$ cat src/rtl/scmp_alu_seq_pkg.sv
// Shared microcode types for the SC/MP ALU sequencer: ALU opcodes,
// sequencer commands and states, plus the BCD nibble correction helper.
package scmp_microcode_pak;

    typedef enum logic [1:0] {
        ALU_OP_ADD   = 2'd0,
        ALU_OP_ADD_L = 2'd1,
        ALU_OP_ADD_H = 2'd2
    } ALU_OP_t;

    typedef enum logic [1:0] {
        SEQ_ADD8 = 2'd0,
        SEQ_DAD  = 2'd1,
        SEQ_EA16 = 2'd2
    } SEQ_CMD_t;

    typedef enum logic [1:0] {
        IDLE = 2'd0,
        LO   = 2'd1,
        HI   = 2'd2,
        DONE = 2'd3
    } SEQ_STATE_t;

    localparam logic [3:0] BCD_MAX = 4'd9;
    localparam logic [3:0] BCD_ADJ = 4'd6;

    // Decimal-adjust one nibble; returns {carry, nibble}.
    function automatic logic [4:0] bcd_fix(input logic [3:0] n, input logic c);
        if (c || (n > BCD_MAX)) begin
            return {1'b1, n + BCD_ADJ};
        end
        return {c, n};
    endfunction

    // Any encoding outside the command set falls back to a binary add.
    function automatic SEQ_CMD_t decode_cmd(input logic [1:0] raw);
        case (raw)
            2'd1:    return SEQ_DAD;
            2'd2:    return SEQ_EA16;
            default: return SEQ_ADD8;
        endcase
    endfunction

endpackage

$ cat src/rtl/scmp_alu_seq_alu.sv
// scmp_alu: single shared adder. ADD is a full 8-bit add; ADD_L / ADD_H
// add the low / high nibbles of the operands (result in res[3:0]).
module scmp_alu
    import scmp_microcode_pak::*;
(
    input  ALU_OP_t    op,
    input  logic [7:0] a,
    input  logic [7:0] b,
    input  logic       cin,
    input  logic       hcin,
    input  logic       hcy_suppress,
    output logic [7:0] res,
    output logic       cout,
    output logic       hcout,
    output logic       ov,
    output logic       sgn
);

    logic [7:0] x;
    logic [7:0] y;
    logic       c;
    logic [8:0] sum;

    // Operand steering into the one adder, then flag extraction.
    always_comb begin
        x = '0;
        y = '0;
        c = 1'b0;
        case (op)
            ALU_OP_ADD_L: begin
                x = {4'h0, a[3:0]};
                y = {4'h0, b[3:0]};
                c = cin;
            end
            ALU_OP_ADD_H: begin
                x = {4'h0, a[7:4]};
                y = {4'h0, b[7:4]};
                c = hcin & ~hcy_suppress;
            end
            default: begin
                x = a;
                y = b;
                c = cin;
            end
        endcase
        sum   = {1'b0, x} + {1'b0, y} + {8'h00, c};
        res   = sum[7:0];
        hcout = x[4] ^ y[4] ^ sum[4];
        cout  = (op == ALU_OP_ADD) ? sum[8] : sum[4];
        ov    = (op == ALU_OP_ADD) && (x[7] == y[7]) && (sum[7] != x[7]);
        sgn   = b[7];
    end

endmodule

$ cat src/rtl/scmp_alu_seq.sv
// scmp_alu_seq: multi-cycle ADD8 / DAD / EA16 sequencer around one scmp_alu.
// Optional macro SCMP_ALU_SEQ_PAGEWRAP_EN: EA16 keeps base[15:12] (4 KB page).
module scmp_alu_seq
    import scmp_microcode_pak::*;
(
    input  logic        clk_i,
    input  logic        rst_n_i,
    input  logic        start_i,
    input  logic [1:0]  cmd_i,
    input  logic [7:0]  a_i,
    input  logic [7:0]  b_i,
    input  logic [15:0] base_i,
    input  logic        cy_i,
    input  logic        ov_i,
    output logic        busy_o,
    output logic        done_o,
    output logic [15:0] res_o,
    output logic        cy_o,
    output logic        ov_o
);

    SEQ_STATE_t state;
    SEQ_STATE_t state_nx;
    SEQ_CMD_t   cmd_q;
    logic [7:0]  a_q;
    logic [7:0]  b_q;
    logic [15:0] base_q;
    logic        cy_q;
    logic        ov_q;
    logic [7:0]  lo_q;
    logic        k_q;
    logic        s_q;
    logic        dc_q;

    ALU_OP_t    alu_op;
    logic [7:0] alu_a;
    logic [7:0] alu_b;
    logic       alu_cin;
    logic [7:0] alu_res;
    logic       alu_cy;
    logic       alu_hc;
    logic       alu_ov;
    logic       alu_sgn;

    scmp_alu u_alu (
        .op           (alu_op),
        .a            (alu_a),
        .b            (alu_b),
        .cin          (alu_cin),
        .hcin         (dc_q),
        .hcy_suppress (1'b0),
        .res          (alu_res),
        .cout         (alu_cy),
        .hcout        (alu_hc),
        .ov           (alu_ov),
        .sgn          (alu_sgn)
    );

    // State register.
    always_ff @(posedge clk_i or negedge rst_n_i) begin
        if (!rst_n_i) begin
            state <= IDLE;
        end else begin
            state <= state_nx;
        end
    end

    // Next-state and status outputs.
    always_comb begin
        state_nx = state;
        busy_o   = (state != IDLE);
        done_o   = (state == DONE);
        case (state)
            IDLE: if (start_i) state_nx = LO;
            LO:   state_nx = (cmd_q == SEQ_ADD8) ? DONE : HI;
            HI:   state_nx = DONE;
            DONE: state_nx = IDLE;
            default: state_nx = IDLE;
        endcase
    end

    // ALU operand selection per command and phase.
    always_comb begin
        alu_op  = ALU_OP_ADD;
        alu_a   = a_q;
        alu_b   = b_q;
        alu_cin = cy_q;
        case (cmd_q)
            SEQ_DAD: begin
                alu_op = (state == HI) ? ALU_OP_ADD_H : ALU_OP_ADD_L;
            end
            SEQ_EA16: begin
                if (state == HI) begin
                    alu_a   = base_q[15:8];
                    alu_b   = {8{s_q}};
                    alu_cin = k_q;
                end else begin
                    alu_a   = base_q[7:0];
                    alu_cin = 1'b0;
                end
            end
            default: ;
        endcase
    end

    // Command latch, intermediate results and output registers.
    always_ff @(posedge clk_i or negedge rst_n_i) begin
        if (!rst_n_i) begin
            cmd_q  <= SEQ_ADD8;
            a_q    <= '0;
            b_q    <= '0;
            base_q <= '0;
            cy_q   <= 1'b0;
            ov_q   <= 1'b0;
            lo_q   <= '0;
            k_q    <= 1'b0;
            s_q    <= 1'b0;
            dc_q   <= 1'b0;
            res_o  <= '0;
            cy_o   <= 1'b0;
            ov_o   <= 1'b0;
        end else begin
            case (state)
                IDLE: begin
                    if (start_i) begin
                        cmd_q  <= decode_cmd(cmd_i);
                        a_q    <= a_i;
                        b_q    <= b_i;
                        base_q <= base_i;
                        cy_q   <= cy_i;
                        ov_q   <= ov_i;
                    end
                end
                LO: begin
                    case (cmd_q)
                        SEQ_DAD: begin
                            {dc_q, lo_q[3:0]} <= bcd_fix(alu_res[3:0], alu_hc);
                            lo_q[7:4]         <= '0;
                        end
                        SEQ_EA16: begin
                            lo_q <= alu_res;
                            k_q  <= alu_cy;
                            s_q  <= alu_sgn;
                        end
                        default: begin
                            res_o <= {8'h00, alu_res};
                            cy_o  <= alu_cy;
                            ov_o  <= alu_ov;
                        end
                    endcase
                end
                HI: begin
                    case (cmd_q)
                        SEQ_DAD: begin
                            {cy_o, res_o[7:4]} <= bcd_fix(alu_res[3:0], alu_cy);
                            res_o[3:0]         <= lo_q[3:0];
                            res_o[15:8]        <= '0;
                            ov_o               <= ov_q;
                        end
                        SEQ_EA16: begin
`ifdef SCMP_ALU_SEQ_PAGEWRAP_EN
                            res_o <= {base_q[15:12], alu_res[3:0], lo_q};
`else
                            res_o <= {alu_res, lo_q};
`endif
                            cy_o  <= cy_q;
                            ov_o  <= ov_q;
                        end
                        default: ;
                    endcase
                end
                default: ;
            endcase
        end
    end

endmodule

$ cat config.mk
export PLATFORM = sky130hd
export DESIGN_NAME = scmp_alu_seq
export DESIGN_NICKNAME = d
export VERILOG_FILES = /design/src/rtl/scmp_alu_seq_pkg.sv /design/src/rtl/scmp_alu_seq_alu.sv /design/src/rtl/scmp_alu_seq.sv
export SDC_FILE = /design/constraint.sdc
export NUM_CORES = 1
export LEC_CHECK = 0
export CORE_MARGIN = 3
export CORE_UTILIZATION = 56
export CTS_BUF_LIST = sky130_fd_sc_hd__clkbuf_4 sky130_fd_sc_hd__clkbuf_8
export DETAILED_ROUTE_END_ITERATION = 6
export PLACE_DENSITY = 0.83
export SYNTH_ARGS = -nofsm -noshare
export SYNTH_HDL_FRONTEND = slang
export SYNTH_SLANG_ARGS = --single-unit
$ cat constraint.sdc
create_clock -name clk_i -period 5.4 [get_ports clk_i]
set_input_delay 0.54 -clock clk_i [delete_from_list [all_inputs] [get_ports clk_i]]
set_output_delay 0.54 -clock clk_i [all_outputs]
set_load 0.03 [all_outputs]
==> metrics.cfg <==
[grt]
overflow=0
antenna_found_initial=0
groute.usage.overall_pct=25.4
grt_pass1_vias=3062
grt_max_degree=68
grt_pass1_wl_um=15100

[timing]
period_minus_slack_ns=4.47
tns_ns=0
whs_ns=0.380
finalWorstSetupSlack_ns=0.933
drv_slew=0
fin_skew_ns=0.00867
post-route-period-util_pct=82.7
slew_headroom_pct=39.5
hold_viol=0
worst_pin_slew_ns=0.908
clock.fmax_mhz=224
rsz0062_at_grt=false
setup_viol=0

[critical_path]
path_cells=inv_1 -> ha_1 -> inv_1 -> nor2_1 -> mux4_2 -> nand2_1 -> o21ai_0 -> fa_1 -> a22o_2 -> a221oi_2 -> nand2_1 -> a21oi_1 -> mux2_2 -> o21ai_1
crit_path_max_incr_delay_ns=0.57
worstSetupEndpointType=register
crit_slowest_cell=mux4_2
path_class=reg -> reg
cp_max_fo=8
cp.required_ns=5.68
setup.worst_path.start_class=register
r2r_cells=14
worstPathArrival_ns=4.74

[yosys]
ys_warn_count=0
yosysTopAreaCellShare_pct=44.0
ys_types=54
synth.area.top_cells=dfrtp_1 44%, mux2_2 11%, ha_1 5.9%
synth_mux_area_share_pct=16.2
synthAdderAreaFrac_pct=6.44
synth_compound_area_share_pct=16.3
synth_cells=363
synth_top_family_by_area=compound AO/OA/AOI/OAI gates
ys_seq_area_share_pct=44.0
synth.most_common_cell=dfrtp_1
synth-edff-count=0
synth_area_per_cell_um2=10.5
syn_nets=421
synthSimpleGateAreaFrac_pct=11.3
synthXorXnorAreaFrac_pct=2.92
ys_seq_elements=67
synth-main-ff-cell=dfrtp_1
synth_commonest_cells=67 x dfrtp_1, 43 x nand2_1, 37 x mux2_2, 27 x o21ai_0, 22 x nor2_1
yosys.area.top_type=dfrtp_1
syn_area_um2=3810
synthArstFlopShare_pct=100

[place]
io_buffers=58
pre_cts_slack_ns=0.967
dp_hpwl_um=6480
gp_congestion=0.941

[route]
vias_per_cell=5.89
routed_wl_um=8770
drt-initial-drc-count=168
wl_per_cell_um=17.5
remaining_drc_errors=0
antenna_left=0
dr.pass1.iters=4
num_vias=2952

[cts]
postCtsSetupBuffers=0
clock_path_buffers=2
cts_sinks=67
postCtsHoldBufs=0
path_clk_slew_ns=0.07
cts_buffers=9
post_cts_resized=0
root_buffer=clkbuf_8
cts_tree=built
clock_latency_ns=0.35
cts.htree.levels=3

[floorplan]
die_x_um=88.5
initial_core_util_pct=59.0
die-area_um2=7820
die_y_um=88.5
placementRows=29
core_area_um2=6460
ios=59

[cells_and_area]
fin_nets=478
antennaDiodeCount=0
syn_to_final_growth_pct=21.4
utilization_pct=71.5
drive_gt1_share_pct=17.7
n_fill_cell=472

[min_path]
hold_class=in -> async

[outcome]
status=complete, no violations

[run]
max_cap_viol_count=0

## kinds of logic (layout without fill, tap and decap cells)
family | Yosys count | in the layout
simple gates | 96 | 96
compound gates | 90 | 90
flops | 67 | 67
mux | 52 | 52
buf+inv | 28 | 89
fa+ha+maj | 19 | 19
xor+xnor | 11 | 11
## final timing paths
| path | startpoint | end | slack, ns |
|---|---|---|---|
| worst min register to register | res_o[0] | res_o[0] | 0.48 |
| max in group asynchronous | rst_n_i | base_q[8] | 4.48 |
| min in group clk_i | res_o[0] | res_o[0] | 0.48 |
| worst max-delay path | state[0] | lo_q[2] | 0.93 |
| worst min-delay path | rst_n_i | lo_q[0] | 0.38 |
| worst max register to register | state[0] | lo_q[2] | 0.93 |
## registers in the layout (all words and copies together), names as in the netlist, 2 cells and up
register and cells:
res_o 16, cmd_q 2, b_q 8, a_q 8
state 2, base_q 16, lo_q 8
## layout by cell type (no fill, tap or decap), drive strengths merged, types with 2 or more instances in the layout
cell / instances
a21o: 2
ha: 18
xor2: 7
a31oi: 6
a221oi: 3
o211ai: 2
o21ai: 31
dfrtp: 67
nand3: 8
o22ai: 2
nand2b: 8
mux2i: 11
a21oi: 17
buf: 7
a211oi: 8
clkbuf: 12
xnor2: 4
and3: 2
o31ai: 2
mux2: 37
nand2: 43
clkinv: 3
nor4: 3
or3: 2
inv: 10
clkdlybuf4s50: 57
nor3: 2
mux4: 4
nor2: 22
nor2b: 2
a22o: 7
## worst max-delay path, delay by kind of cell (launching register included)
kind / cells / cell delay [ns]
adder cells (fa/ha/maj): 2 / 0.90
multiplexers: 2 / 0.94
AO/OA/AOI/OAI: 5 / 1.08
buffers and inverters: 2 / 0.32
AND/OR/NAND/NOR: 3 / 0.72
flip-flops: 1 / 0.43
## metal layers
layer,part of all wire (%),GRT usage [%],vias up
met1,43,32.4,1417
met3,4.3,6.15,9
met2,51,42.6,95
li1,-,-,1431
met5,0,0,-
met4,1.2,8.38,0
## area by class of cell
type	instances	area (um^2)	share of cell area, %
clock buffers	12	153	3.30
clock inverters	3	15.0	0.325
inverters	10	37.5	0.812
multi-input cells	268	2020	43.8
flip-flops and latches	67	1680	36.3
well taps	77	96.3	2.09
repair buffers	64	621	13.4
## through the flow
| stage | cell area, um^2 | cells |
|---|---|---|
| 2_1_floorplan | 3810 | 363 |
| 3_3_place_gp | 4450 | 486 |
| 3_5_place_dp | 4450 | 486 |
| 4_1_cts | 4620 | 501 |
| 5_1_grt | 4620 | 501 |
| 6_report | 4620 | 501 |
Power is left out: the tool's default activity adds up to more than one toggle a clock period on the data nets, which glitch-free logic cannot reach.
